$ cat src/rtl/note_pkg.sv
// Shared types and constants for the note scroller.
// Holds the FSM state encoding and the saturating score adder.
package note_pkg;

    localparam int SCORE_W     = 8;
    localparam int SONG_ADDR_W = 6;

    typedef enum logic [1:0] {
        ST_IDLE,
        ST_PLAY,
        ST_FLUSH,
        ST_DONE
    } state_t;

    function automatic logic [SCORE_W-1:0] sat_add(
        input logic [SCORE_W-1:0] a,
        input logic [SCORE_W-1:0] b
    );
        logic [SCORE_W:0] s;
        s = {1'b0, a} + {1'b0, b};
        return s[SCORE_W] ? {SCORE_W{1'b1}} : s[SCORE_W-1:0];
    endfunction

endpackage

$ cat src/rtl/note_lane.sv
// One lane of falling notes: row 0 enters at the top,
// row DEPTH-1 is the hit row.
module note_lane #(
    parameter int DEPTH = 8
) (
    input  logic             clk,
    input  logic             rst,
    input  logic             i_clear,
    input  logic             i_shift,
    input  logic             i_load,
    input  logic             i_clr_hit,
    output logic [DEPTH-1:0] o_rows,
    output logic             o_hit
);

    logic [DEPTH-1:0] r_rows;

    // A shift already drops the hit row, so clearing only matters without one
    always_ff @(posedge clk) begin
        if (rst || i_clear) begin
            r_rows <= '0;
        end else if (i_shift) begin
            r_rows <= {r_rows[DEPTH-2:0], i_load};
        end else if (i_clr_hit) begin
            r_rows[DEPTH-1] <= 1'b0;
        end
    end

    assign o_rows = r_rows;
    assign o_hit  = r_rows[DEPTH-1];

endmodule

$ cat src/rtl/note_scroller.sv
// Rhythm-game note scroller: lanes scroll on tick, buttons score hits/misses.
// Optional streak output enabled by NOTE_SCROLLER_STREAK_EN.
module note_scroller
    import note_pkg::*;
#(
    parameter int LANES    = 4,
    parameter int DEPTH    = 8,
    parameter int SONG_LEN = 32
) (
    input  logic                   clk,
    input  logic                   rst,
    input  logic                   tick,
    input  logic                   start,
    input  logic [LANES-1:0]       btn,
    output logic [SONG_ADDR_W-1:0] song_addr,
    input  logic [LANES-1:0]       song_row,
    output logic [LANES*DEPTH-1:0] lanes,
    output logic [SCORE_W-1:0]     hits,
    output logic [SCORE_W-1:0]     misses,
`ifdef NOTE_SCROLLER_STREAK_EN
    output logic [SCORE_W-1:0]     streak,
`endif
    output logic                   playing,
    output logic                   song_done
);

    localparam int FW = $clog2(DEPTH + 1);

    state_t                 r_state;
    state_t                 w_next;
    logic [SONG_ADDR_W-1:0] r_addr;
    logic [FW-1:0]          r_flush;
    logic [LANES-1:0]       r_btn;
    logic [SCORE_W-1:0]     r_hits;
    logic [SCORE_W-1:0]     r_misses;

    logic             w_active;
    logic             w_begin;
    logic             w_shift;
    logic             w_last_row;
    logic             w_flush_end;
    logic [LANES-1:0] w_edge;
    logic [LANES-1:0] w_hitrow;
    logic [LANES-1:0] w_hit_lanes;
    logic [LANES-1:0] w_wrong;
    logic [LANES-1:0] w_lost;
    logic [LANES-1:0] w_load;
    logic [SCORE_W-1:0] w_n_hit;
    logic [SCORE_W-1:0] w_n_miss;

    assign w_active    = (r_state == ST_PLAY) || (r_state == ST_FLUSH);
    assign w_begin     = start && ((r_state == ST_IDLE) || (r_state == ST_DONE));
    assign w_shift     = tick && w_active;
    assign w_last_row  = r_addr == SONG_ADDR_W'(SONG_LEN - 1);
    assign w_flush_end = r_flush == FW'(DEPTH - 1);

    // Edges judged on the pre-shift hit row; a hit bit never also counts as lost
    assign w_edge      = w_active ? (btn & ~r_btn) : '0;
    assign w_hit_lanes = w_edge & w_hitrow;
    assign w_wrong     = w_edge & ~w_hitrow;
    assign w_lost      = w_shift ? (w_hitrow & ~w_hit_lanes) : '0;
    assign w_load      = (r_state == ST_PLAY) ? song_row : '0;

    always_comb begin
        w_n_hit  = '0;
        w_n_miss = '0;
        for (int l = 0; l < LANES; l++) begin
            w_n_hit  = w_n_hit + SCORE_W'(w_hit_lanes[l]);
            w_n_miss = w_n_miss + SCORE_W'(w_wrong[l]) + SCORE_W'(w_lost[l]);
        end
    end

    always_comb begin
        w_next = r_state;
        unique case (r_state)
            ST_IDLE, ST_DONE: if (start) w_next = ST_PLAY;
            ST_PLAY:  if (tick && w_last_row) w_next = ST_FLUSH;
            ST_FLUSH: if (tick && w_flush_end) w_next = ST_DONE;
            default:  w_next = ST_IDLE;
        endcase
    end

    always_ff @(posedge clk) begin
        if (rst) r_state <= ST_IDLE;
        else     r_state <= w_next;
    end

    always_ff @(posedge clk) begin
        if (rst) begin
            r_btn    <= '0;
            r_addr   <= '0;
            r_flush  <= '0;
            r_hits   <= '0;
            r_misses <= '0;
        end else begin
            r_btn <= btn;
            if (w_begin) begin
                r_addr   <= '0;
                r_flush  <= '0;
                r_hits   <= '0;
                r_misses <= '0;
            end else begin
                r_hits   <= sat_add(r_hits, w_n_hit);
                r_misses <= sat_add(r_misses, w_n_miss);
                if (w_shift && r_state == ST_PLAY) begin
                    r_addr <= r_addr + 1'b1;
                    if (w_last_row) r_flush <= '0;
                end else if (w_shift) begin
                    r_flush <= r_flush + 1'b1;
                end
            end
        end
    end

    for (genvar l = 0; l < LANES; l++) begin : g_lane
        note_lane #(.DEPTH(DEPTH)) u_lane (
            .clk      (clk),
            .rst      (rst),
            .i_clear  (w_begin),
            .i_shift  (w_shift),
            .i_load   (w_load[l]),
            .i_clr_hit(w_hit_lanes[l]),
            .o_rows   (lanes[l*DEPTH +: DEPTH]),
            .o_hit    (w_hitrow[l])
        );
    end

`ifdef NOTE_SCROLLER_STREAK_EN
    logic [SCORE_W-1:0] r_streak;

    always_ff @(posedge clk) begin
        if (rst || w_begin)      r_streak <= '0;
        else if (w_n_miss != '0) r_streak <= w_n_hit;
        else                     r_streak <= sat_add(r_streak, w_n_hit);
    end

    assign streak = r_streak;
`endif

    assign song_addr = r_addr;
    assign hits      = r_hits;
    assign misses    = r_misses;
    assign playing   = r_state == ST_PLAY;
    assign song_done = r_state == ST_DONE;

endmodule
$ cat config.mk
export PLATFORM = sky130hd
export DESIGN_NAME = note_scroller
export DESIGN_NICKNAME = d
export VERILOG_FILES = /design/src/rtl/note_pkg.sv /design/src/rtl/note_lane.sv /design/src/rtl/note_scroller.sv
export SDC_FILE = /design/constraint.sdc
export NUM_CORES = 1
export LEC_CHECK = 0
export CORE_MARGIN = 2
export CORE_UTILIZATION = 50
export CTS_CLUSTER_DIAMETER = 120
export CTS_CLUSTER_SIZE = 8
export DETAILED_ROUTE_END_ITERATION = 8
export PLACE_DENSITY = 0.78
export SYNTH_ARGS = -nofsm -noshare
export SYNTH_HDL_FRONTEND = slang
export SYNTH_SLANG_ARGS = --single-unit
$ cat constraint.sdc
create_clock -name clk -period 9.2 [get_ports clk]
set_input_delay 0.92 -clock clk [delete_from_list [all_inputs] [get_ports clk]]
set_output_delay 0.92 -clock clk [all_outputs]
set_load 0.1 [all_outputs]
### Word level (Yosys, flattened, before mapping)

Index checks and enable logic that the tools add are counted.

| storage, ports and cells | value |
|---|---|
| word-level logic and storage cells | 82 |
| output and inout port bits | 56 |
| input port bits | 12 |
| flip-flop bits (word level) | 64 |

| cells by class | value |
|---|---|
| bitwise operators | 7 |
| reduce and logical (&&, ||, !) cells | 18 |
| eq/ne operators | 9 |
| mux-type cells | 20 |
| add/subtract/negate cells | 14 |

Operators with widths:

| cell | number |
|---|---|
| 4-bit 2-to-1 mux | 6 |
| 4-bit AND | 4 |
| 8-bit 2-to-1 mux | 2 |
| 4-bit inverter | 3 |
| 2-bit nonzero test | 5 |
| 8-bit by 4-bit adder with 9-bit output | 1 |
| 8-bit by 8-bit adder with 9-bit output | 1 |
| 3-bit by 1-bit adder with 4-bit output | 2 |
| 7-bit by 1-bit adder with 8-bit output | 1 |
| 1-bit 2-to-1 mux | 8 |
| 6-bit by 1-bit adder with 7-bit output | 1 |
| 2-bit by 1-bit adder with 3-bit output | 2 |
| 5-bit by 1-bit adder with 6-bit output | 1 |
| 6-bit by 1-bit adder with 6-bit output (second input constant) | 1 |
| 6-bit by 5-bit equality test with 1-bit output (second input constant) | 1 |
| 2-bit 2-to-1 mux | 3 |
| 2-bit one-hot mux with 3 select lines | 1 |
| 4-bit by 1-bit adder with 5-bit output | 1 |
| 1-bit logical AND | 5 |
| 1-bit by 1-bit adder with 2-bit output | 2 |
| 4-bit by 1-bit adder with 4-bit output (second input constant) | 1 |
| 2-bit equality test (second input constant) | 2 |
| 4-bit by 3-bit equality test with 1-bit output (second input constant) | 1 |
| 2-bit by 1-bit inequality test with 1-bit output (second input constant) | 2 |
| other kinds (7) | 11 |

### Depth between registers and ports, before layout

Gate-level depths: netlist of the first run.

| depth | value |
|---|---|
| word-level depth | 16 |
| mapped depth | 18 |
| gate-level depth less buffers | 16 |

### Modules after synthesis

From an unflattened synthesis of the first run, not the netlist that was laid out.

| second synthesis, totals | value |
|---|---|
| cells, all modules | 320 |
| area total of the unflattened synthesis | 3106.7 µm² |

Modules (own cells, without submodules):

| module | area each (µm²) | sequential area each (µm²) | instances | cells each |
|---|---|---|---|---|
| note_scroller | 1880.6 | 640.6 | 1 | 204 |
| note_lane | 306.5 | 160.2 | 4 | 29 |

### Worst setup path after synthesis of the first run

OpenSTA, ideal clock, no wires.

| path | value |
|---|---|
| kind | flip-flop to flip-flop |
| start point | reg r_state[0] |
| end point | reg r_misses[6] (netlist: misses[6]) |
| setup slack | 4.928 ns |
| clock period less this slack | 4.272 ns |
| setup time | 0.120 ns |
| buffers on the path | 2 |
| data required time | 9.080 ns |
| stages on the path, launching flop included | 19 |
| data arrival time | 4.152 ns |
| cell sequence | dfxtp_1 -> inv_1 -> ha_1 -> buf_2 -> clkbuf_1 -> nor3_1 -> fa_1 -> inv_1 -> fa_1 -> inv_1 -> fa_1 -> inv_1 -> fa_1 -> inv_1 -> fa_1 -> a211oi_1 -> nor2_1 -> and4_1 -> nor3_1 |

| on the way | value |
|---|---|
| word-level cells in the longest chain between the ends | 16 |
| elaborated cells on any way between the ends | 24 |
| those cells by class | 8 x add/sub; 3 x eq/ne; 3 x mux; 4 x bitwise; 6 x reduce/logical |

RTL lines:

| item | line | RTL |
|---|---|---|
| from (decl) | note_scroller.sv:29 | `state_t r_state;` |
| from (signal assigned) | note_scroller.sv:85 | `else r_state <= w_next;` |
| 2-bit by 1-bit equality test with 1-bit output / 2-bit equality test (equally long branches) | note_scroller.sv:51 | `assign w_active = (r_state == ST_PLAY) \|\| (r_state == ST_FLUSH);` |
| 1-bit logical OR | note_scroller.sv:51 |  |
| 4-bit 2-to-1 mux | note_scroller.sv:58 | `assign w_edge = w_active ? (btn & ~r_btn) : '0;` |
| 4-bit AND | note_scroller.sv:59 | `assign w_hit_lanes = w_edge & w_hitrow;` |
| 4-bit inverter | note_scroller.sv:61 | `assign w_lost = w_shift ? (w_hitrow & ~w_hit_lanes) : '0;` |
| 4-bit AND | note_scroller.sv:61 |  |
| 4-bit 2-to-1 mux | note_scroller.sv:61 |  |
| 1-bit by 1-bit adder with 2-bit output | note_scroller.sv:69 | `w_n_miss = w_n_miss + SCORE_W'(w_wrong[l]) + SCORE_W'(w_lost[l]);` |
| 2-bit by 1-bit adder with 3-bit output | note_scroller.sv:69 |  |
| 3-bit by 1-bit adder with 4-bit output | note_scroller.sv:69 |  |
| 4-bit by 1-bit adder with 5-bit output | note_scroller.sv:69 |  |
| 5-bit by 1-bit adder with 6-bit output | note_scroller.sv:69 |  |
| 6-bit by 1-bit adder with 7-bit output | note_scroller.sv:69 |  |
| 7-bit by 1-bit adder with 8-bit output | note_scroller.sv:69 |  |
| 8-bit by 8-bit adder with 9-bit output | note_pkg.sv:20 | `s = {1'b0, a} + {1'b0, b};` |
| 8-bit 2-to-1 mux | note_pkg.sv:21 | `return s[SCORE_W] ? {SCORE_W{1'b1}} : s[SCORE_W-1:0];` |
| to (signal assigned) | note_scroller.sv:104 | `r_misses <= sat_add(r_misses, w_n_miss);` |
| to (decl) | note_scroller.sv:35 | `logic [SCORE_W-1:0] r_misses;` |

Parallel ways exist; a longest one is shown, timed or not.
A chain may end at the register's enable or synchronous reset.

### Worst setup path in the final report of the first run

| path | value |
|---|---|
| start point | in tick |
| end point | reg r_misses[6] (netlist: misses[6]) |

| on the way | value |
|---|---|
| word-level cells in the longest chain between the ends | 11 |

RTL lines:

| item | line | RTL |
|---|---|---|
| from (decl) | note_scroller.sv:12 | `input logic tick,` |
| 1-bit logical AND (*) | note_scroller.sv:53 | `assign w_shift = tick && w_active;` |
| 4-bit 2-to-1 mux (*) | note_scroller.sv:61 |  |
| 1-bit by 1-bit adder with 2-bit output | note_scroller.sv:69 |  |
| 2-bit by 1-bit adder with 3-bit output | note_scroller.sv:69 |  |
| 3-bit by 1-bit adder with 4-bit output | note_scroller.sv:69 |  |
| 4-bit by 1-bit adder with 5-bit output | note_scroller.sv:69 |  |
| 5-bit by 1-bit adder with 6-bit output | note_scroller.sv:69 |  |
| 6-bit by 1-bit adder with 7-bit output | note_scroller.sv:69 |  |
| 7-bit by 1-bit adder with 8-bit output (*) | note_scroller.sv:69 |  |
| 8-bit by 8-bit adder with 9-bit output (*) | note_pkg.sv:20 |  |
| 8-bit 2-to-1 mux (*) | note_pkg.sv:21 |  |

Mark *: on every way between the ends. The rest lies on a longest branch, timed or not.

==> flow_summary.yaml, run 1 <==
run_status:
  status: "complete, no violations"
detailed_routing:
  wl_um: 6560
  dr.pass1.iters: 4
  vias: 2616
  antenna_left: 0
  drc: 0
  wl_per_cell_um: 13.2
  drt_iter0_drc: 155
  viasPerCell: 5.26
clocking:
  clockRootBuffer: "clkbuf_8"
  cts_max_level: 3
  ctsHoldBuffers: 0
  clk_pin_slew_ns: 0.07
  cts_buffer_depth: 2
  clk_latency_ns: 0.33
  clock_sink_count: 64
  post_cts_buffers: 0
  post_cts_resized: 0
  cts_tree: "built"
  cts_made_buffers: 9
critical_path:
  path_cells: "clkdlybuf4s50_1 > nor2b_4 > nand3_1 > fa_1 > inv_1 > fa_1 > inv_1 > fa_1 > inv_1 > fa_1 > a211oi_1 > nor2_1 > and4_1 > nor3_1"
  cp_max_fo: 39
  timing.rr.end: "misses[6]"
  endpoint_kind: "flip-flop"
  startpoint_type: "input pin"
  r2r-start: "r_state[0]"
  reg2regPathDepth: 15
  crit_family: "adder cells"
  path_buf_inv: 4
  crit_cells: 14
  cp_common_cell: "fa_1"
  cp-startpoint: "tick"
  r2r_setup_slack_ns: 4.52
  cp.arrival_ns: 5.07
  cp_slowest_cell: "nor2b_4"
  cpPeakStageDelay_ns: 0.75
  crit_required_ns: 9.40
  crit_type: "in2reg"
  cp-endpoint: "misses[6]"
die:
  dieHeight_um: 81.8
  die-width_um: 81.8
  floorplan.initialDensity_pct: 51.5
  ios: 68
  design.core.area_um2: 5890
  rows: 28
  design.die.area_um2: 6700
cells_and_area:
  multiInputGateArea_um2: 1570
  n_fill_cell: 496
  finalNetCount: 450
  syn_to_final_growth_pct: 28.9
  n_antenna_cell: 0
  drive_gt1_share_pct: 5.45
  register_area_um2: 1280
  finalNonFillerCells: 497
synth:
  ys_warn_count: 0
  async_flop_share_pct: 0
  synth_nets: 393
  synth.distinct_cells: 41
  ys_ff_latch: 64
  synth_edf_count: 0
  synth.yosys.seq_area_share_pct: 42.3
  syn_area_um2: 3030
  synthFlopType: "dfxtp_1"
  synthesis.instances: 360
  syn_avg_cell_area_um2: 8.41
pwr:
  leakagePower_nw: 1.40
  ir_drop_mv: 0.184
  powerDensity_nw_per_um2: 203
sta:
  rsz0062_at_grt: "false"
  fin_crit_sh_pct: 53.0
  skew_ns: 0.00715
  fin_ws_ns: 4.33
  hold_viol: 0
  slew_violations: 0
  setup_viol: 0
  tightest_slew_ns: 1.00
  max_slew_margin_pct: 32.8
  fmax_mhz: 205
  period_needed_ns: 4.87
  finalSetupTns_ns: 0
  holdWs_ns: 0.471
global_routing:
  grt_overflow_total: 0
  grt_first_pass_wirelength_um: 10700
  grt_start_max_net_pins: 55
  grt_usage_pct: 20.8
  antenna_found_initial: 0
  grt_pass1_vias: 2358
placement:
  place_ws_ns: 4.03
  gp_congestion: 0.780
  dp_cells: 481
  port_buffers: 67
  dp_hpwl_um: 4430
flow_run:
  max_cap_viol_count: 0
hold_path:
  hold_path.class: "reg2reg"
-- power by group --
part | leakage, nW | internal, mW | switching [mW] | total (mW)
combinational | 0.776 | 0.0599 | 0.174 | 0.233
sequential | 0.517 | 0.286 | 0.00772 | 0.294
clock | 0.110 | 0.153 | 0.113 | 0.266
-- worst min path at each step --
stage,startpoint,to,cells past startpoint
global route,g_lane[2].u_lane.o_rows[0],g_lane[2].u_lane.o_rows[0],2
CTS,g_lane[1].u_lane.o_rows[4],g_lane[1].u_lane.o_rows[5],2
floorplan,r_flush[1],r_flush[1],2
detailed placement,g_lane[1].u_lane.o_rows[4],g_lane[1].u_lane.o_rows[5],2
finish,g_lane[1].u_lane.o_rows[4],g_lane[1].u_lane.o_rows[5],2
global placement,g_lane[2].u_lane.o_rows[4],g_lane[2].u_lane.o_rows[5],2
-- layout by cell type (no fill, tap or decap), types with 8 or more instances in the layout --
master,synthesis,final
nor3_1,8,8
a21oi_1,48,48
nor2_1,15,15
fa_1,8,8
nand3_1,15,15
dfxtp_1,64,64
o21ai_0,15,15
inv_1,17,17
clkdlybuf4s50_1,0,67
clkbuf_8,0,9
nand2_1,72,72
ha_1,13,13
-- metrics by stage --
| step | util (%) | instance area (um2) | power, mW |
|---|---|---|---|
| after floorplan | - | 3030 | 0.493 |
| after global placement | 62.6 | 3690 | 0.528 |
| after detailed placement | 62.6 | 3690 | 0.532 |
| after CTS | 66.3 | 3910 | 0.798 |
| after global routing | 66.3 | 3910 | 0.836 |
| final | 66.3 | 3910 | 0.794 |
-- cell usage after synthesis (4+ instances only) --
cell	count	area (um2)
o21ai_0	15	75.1
clkbuf_1	6	22.5
inv_1	17	63.8
buf_2	11	55.1
nor2_1	15	56.3
fa_1	8	160
nand2_1	72	270
nor2b_1	5	31.3
a21oi_1	48	240
or3_1	5	31.3
buf_4	5	37.5
nand3_1	15	75.1
and2b_1	4	30.0
nand2b_1	5	31.3
nor3b_1	5	37.5
dfxtp_1	64	1280
nor3_1	8	40.0
ha_1	13	163
-- logic make-up after synthesis --
| logic type | after synthesis | synth area share [%] |
|---|---|---|
| and+or+nand+nor | 146 | 23.0 |
| AOI/OAI and AO/OA | 78 | 14.3 |
| DFF | 64 | 42.3 |
| buffers and inverters | 39 | 5.91 |
| adders and majority gates | 21 | 10.7 |
| xor gates and xnor gates | 6 | 1.74 |
| muxes | 6 | 2.11 |
-- registers in the layout, indices dropped and copies added (netlist names) --
signal	count
r_flush	4
hits	8
g_lane.u_lane.o_rows	32
r_btn	4
song_addr	6
r_state	2
misses	8
-- per-layer routing --
metal	track usage, %	up-vias	routed length [um]
met5	0	-	0
met2	32.0	54	3120
met3	3.74	5	308
met1	28.7	1227	3060
li1	-	1330	-
met4	9.33	0	70
-- worst reg2reg max path: stages (launching register included) --
cell and delay [ns]:
dfxtp_1 0.39, inv_1 0.08, ha_1 0.54, nor2b_4 0.76, nand3_1 0.21, fa_1 0.54
inv_1 0.05, fa_1 0.52, inv_1 0.05, fa_1 0.43, inv_1 0.08, fa_1 0.23
a211oi_1 0.09, nor2_1 0.29, and4_1 0.23, nor3_1 0.04
-- cell type report --
type,instances,share of cell area [%]
clock buffer,9,3.17
clock inverter,7,2.44
tap,75,2.40
multi-input combinational,257,40.2
sequential,64,32.8
timing repair buffer,68,17.4
inverter,17,1.63
Note: power is estimated with default switching activity, not from simulation.
==> run 2, diff against run 1 <==
==> constraint.sdc (replaced) <==
create_clock -name clk -period 4.72 [get_ports clk]
set_input_delay 0.472 -clock clk [delete_from_list [all_inputs] [get_ports clk]]
set_output_delay 0.472 -clock clk [all_outputs]
set_load 0.1 [all_outputs]
==> run 2 against run 1 <==
Cell count is 0.40% higher. Utilization shrank 0.51 points. Worst hold slack lost 0.0066 ns. Non-clock buffer count is 2 higher. Global-route usage fell by 0.67 points. Setup slack worse by 3.8 ns. Power up 83%. Via count increased by 1.3%. Critical path type is now reg2reg. Wire length fell by 2.0%.
==> flow_summary.yaml, run 2 (synthesized netlist as in run 1, its figures left out) <==
run_status:
  status: "complete, no violations"
die:
  die-width_um: 81.8
  design.die.area_um2: 6700
  floorplan.initialDensity_pct: 51.5
  dieHeight_um: 81.8
  design.core.area_um2: 5890
  ios: 68
  rows: 28
cells_and_area:
  finalNetCount: 452
  n_antenna_cell: 0
  design_area_um2: 3870
  finalNonFillerCells: 499
  final_util_pct: 65.8
  mostFrequentLayoutCell: "nand2_1"
  largest_reg_flops: 32
  drive_gt1_share_pct: 5.66
  syn_to_final_growth_pct: 27.9
  final_cell_mix: "nand2_1, clkdlybuf4s50_1, dfxtp_1"
global_routing:
  grt_first_pass_wirelength_um: 10400
  grt_pass1_vias: 2264
  grt_start_max_net_pins: 37
  antenna_found_initial: 0
  grt_overflow_total: 0
  grt_usage_pct: 20.2
placement:
  place_ws_ns: 0.379
  place_area_um2: 3700
  dp_hpwl_um: 4470
  port_buffers: 67
  gp_congestion: 0.803
  dp_cells: 483
sta:
  tightest_slew_ns: 0.995
  rsz0062_at_grt: "false"
  fmax_mhz: 241
  max_slew_margin_pct: 33.5
  skew_ns: 0.00690
  hold_viol: 0
  setup_viol: 0
  slew_violations: 0
  fin_crit_sh_pct: 88.1
  period_needed_ns: 4.16
  finalSetupTns_ns: 0
  holdWs_ns: 0.464
  fin_ws_ns: 0.562
clocking:
  post_cts_resized: 0
  cts_tree: "built"
  post_cts_buffers: 0
  clk_latency_ns: 0.34
  cts_max_level: 3
  cts_made_buffers: 9
  cts_buffer_depth: 2
  clock_sink_count: 64
  clockRootBuffer: "clkbuf_8"
  ctsHoldBuffers: 0
  clk_pin_slew_ns: 0.07
pwr:
  p_sw_mw: 0.567
  switching_share_pct: 39.0
  ir_drop_mv: 0.310
  finalPower_mw: 1.46
  seqPwrFrac_pct: 39.4
  combPwrFrac_pct: 32.1
  powerDensity_nw_per_um2: 376
  leakagePower_nw: 1.38
  intPower_mw: 0.889
  pwr-share-clk_pct: 28.5
detailed_routing:
  drt_iter0_drc: 135
  wl_per_cell_um: 12.9
  drc: 0
  dr.pass1.iters: 5
  wl_um: 6430
  antenna_left: 0
  vias: 2649
  viasPerCell: 5.31
critical_path:
  path_cells: "inv_1 > ha_1 > nor3_1 > fa_1 > inv_1 > fa_1 > inv_1 > fa_1 > inv_1 > fa_1 > inv_1 > fa_1 > a211oi_1 > nor2_1 > and4_1 > nor3_1"
  startpoint_type: "flip-flop"
  cp_max_fo: 5
  cpPeakStageDelay_ns: 0.52
  cp_slowest_cell: "fa_1"
  cp.arrival_ns: 4.35
  endpoint_kind: "flip-flop"
  crit_type: "reg2reg"
  crit_required_ns: 4.91
flow_run:
  max_cap_viol_count: 0
hold_path:
  hold_path.class: "reg2reg"
run 2: changes by cell type in the layout (fill, tap and decap cells not counted), sizes merged:
| cell | before | now |
|---|---|---|
| bufinv | 2 | 0 |
| inv | 18 | 17 |
| buf | 1 | 3 |
| clkbuf | 9 | 11 |
| clkinvlp | 1 | 3 |
| clkinv | 3 | 2 |
run 2: path summary, 6_finish.rpt:
path	startpoint	to	slack (ns)	depth (start not counted)
hold reg to reg	g_lane[3].u_lane.o_rows[4]	g_lane[3].u_lane.o_rows[5]	0.46	2
hold / removal	g_lane[3].u_lane.o_rows[4]	g_lane[3].u_lane.o_rows[5]	0.46	2
setup reg to reg	r_state[0]	misses[6]	0.56	16
setup / recovery	r_state[0]	misses[6]	0.56	16
run 2: critical path, delay by kind of cell (launching register included):
family / cells / cell delay (ns)
fa+ha+maj: 6 / 2.56
compound gates: 1 / 0.09
simple gates: 4 / 0.66
buf+inv: 5 / 0.32
flops: 1 / 0.39
run 2: area by class of cell:
class / count / area [um2]
fill: 493 / 2010
multi-input combinational: 257 / 1570
sequential: 64 / 1280
timing repair buffer: 70 / 693
clock buffer: 11 / 141
tap: 75 / 93.8
inverter: 17 / 63.8
clock inverter: 5 / 32.5
run 2: layer usage:
metal  global-route usage [%]  vias up  wire, um
met2                     30.8       60      3090
met5                        0        -         0
met1                     27.7     1250      3060
met4                     8.17        0        50
met3                     4.29        7       236
li1                         -     1332         -
run 2: power groups by stage:
| stage | clock (mW) | combinational (mW) | sequential, mW |
|---|---|---|---|
| floorplan | 0 | 0.328 | 0.632 |
| detailed placement | 0 | 0.468 | 0.586 |
| CTS | 0.427 | 0.469 | 0.573 |
| finish | 0.416 | 0.467 | 0.573 |
| global route | 0.456 | 0.521 | 0.575 |
| global placement | 0 | 0.465 | 0.584 |
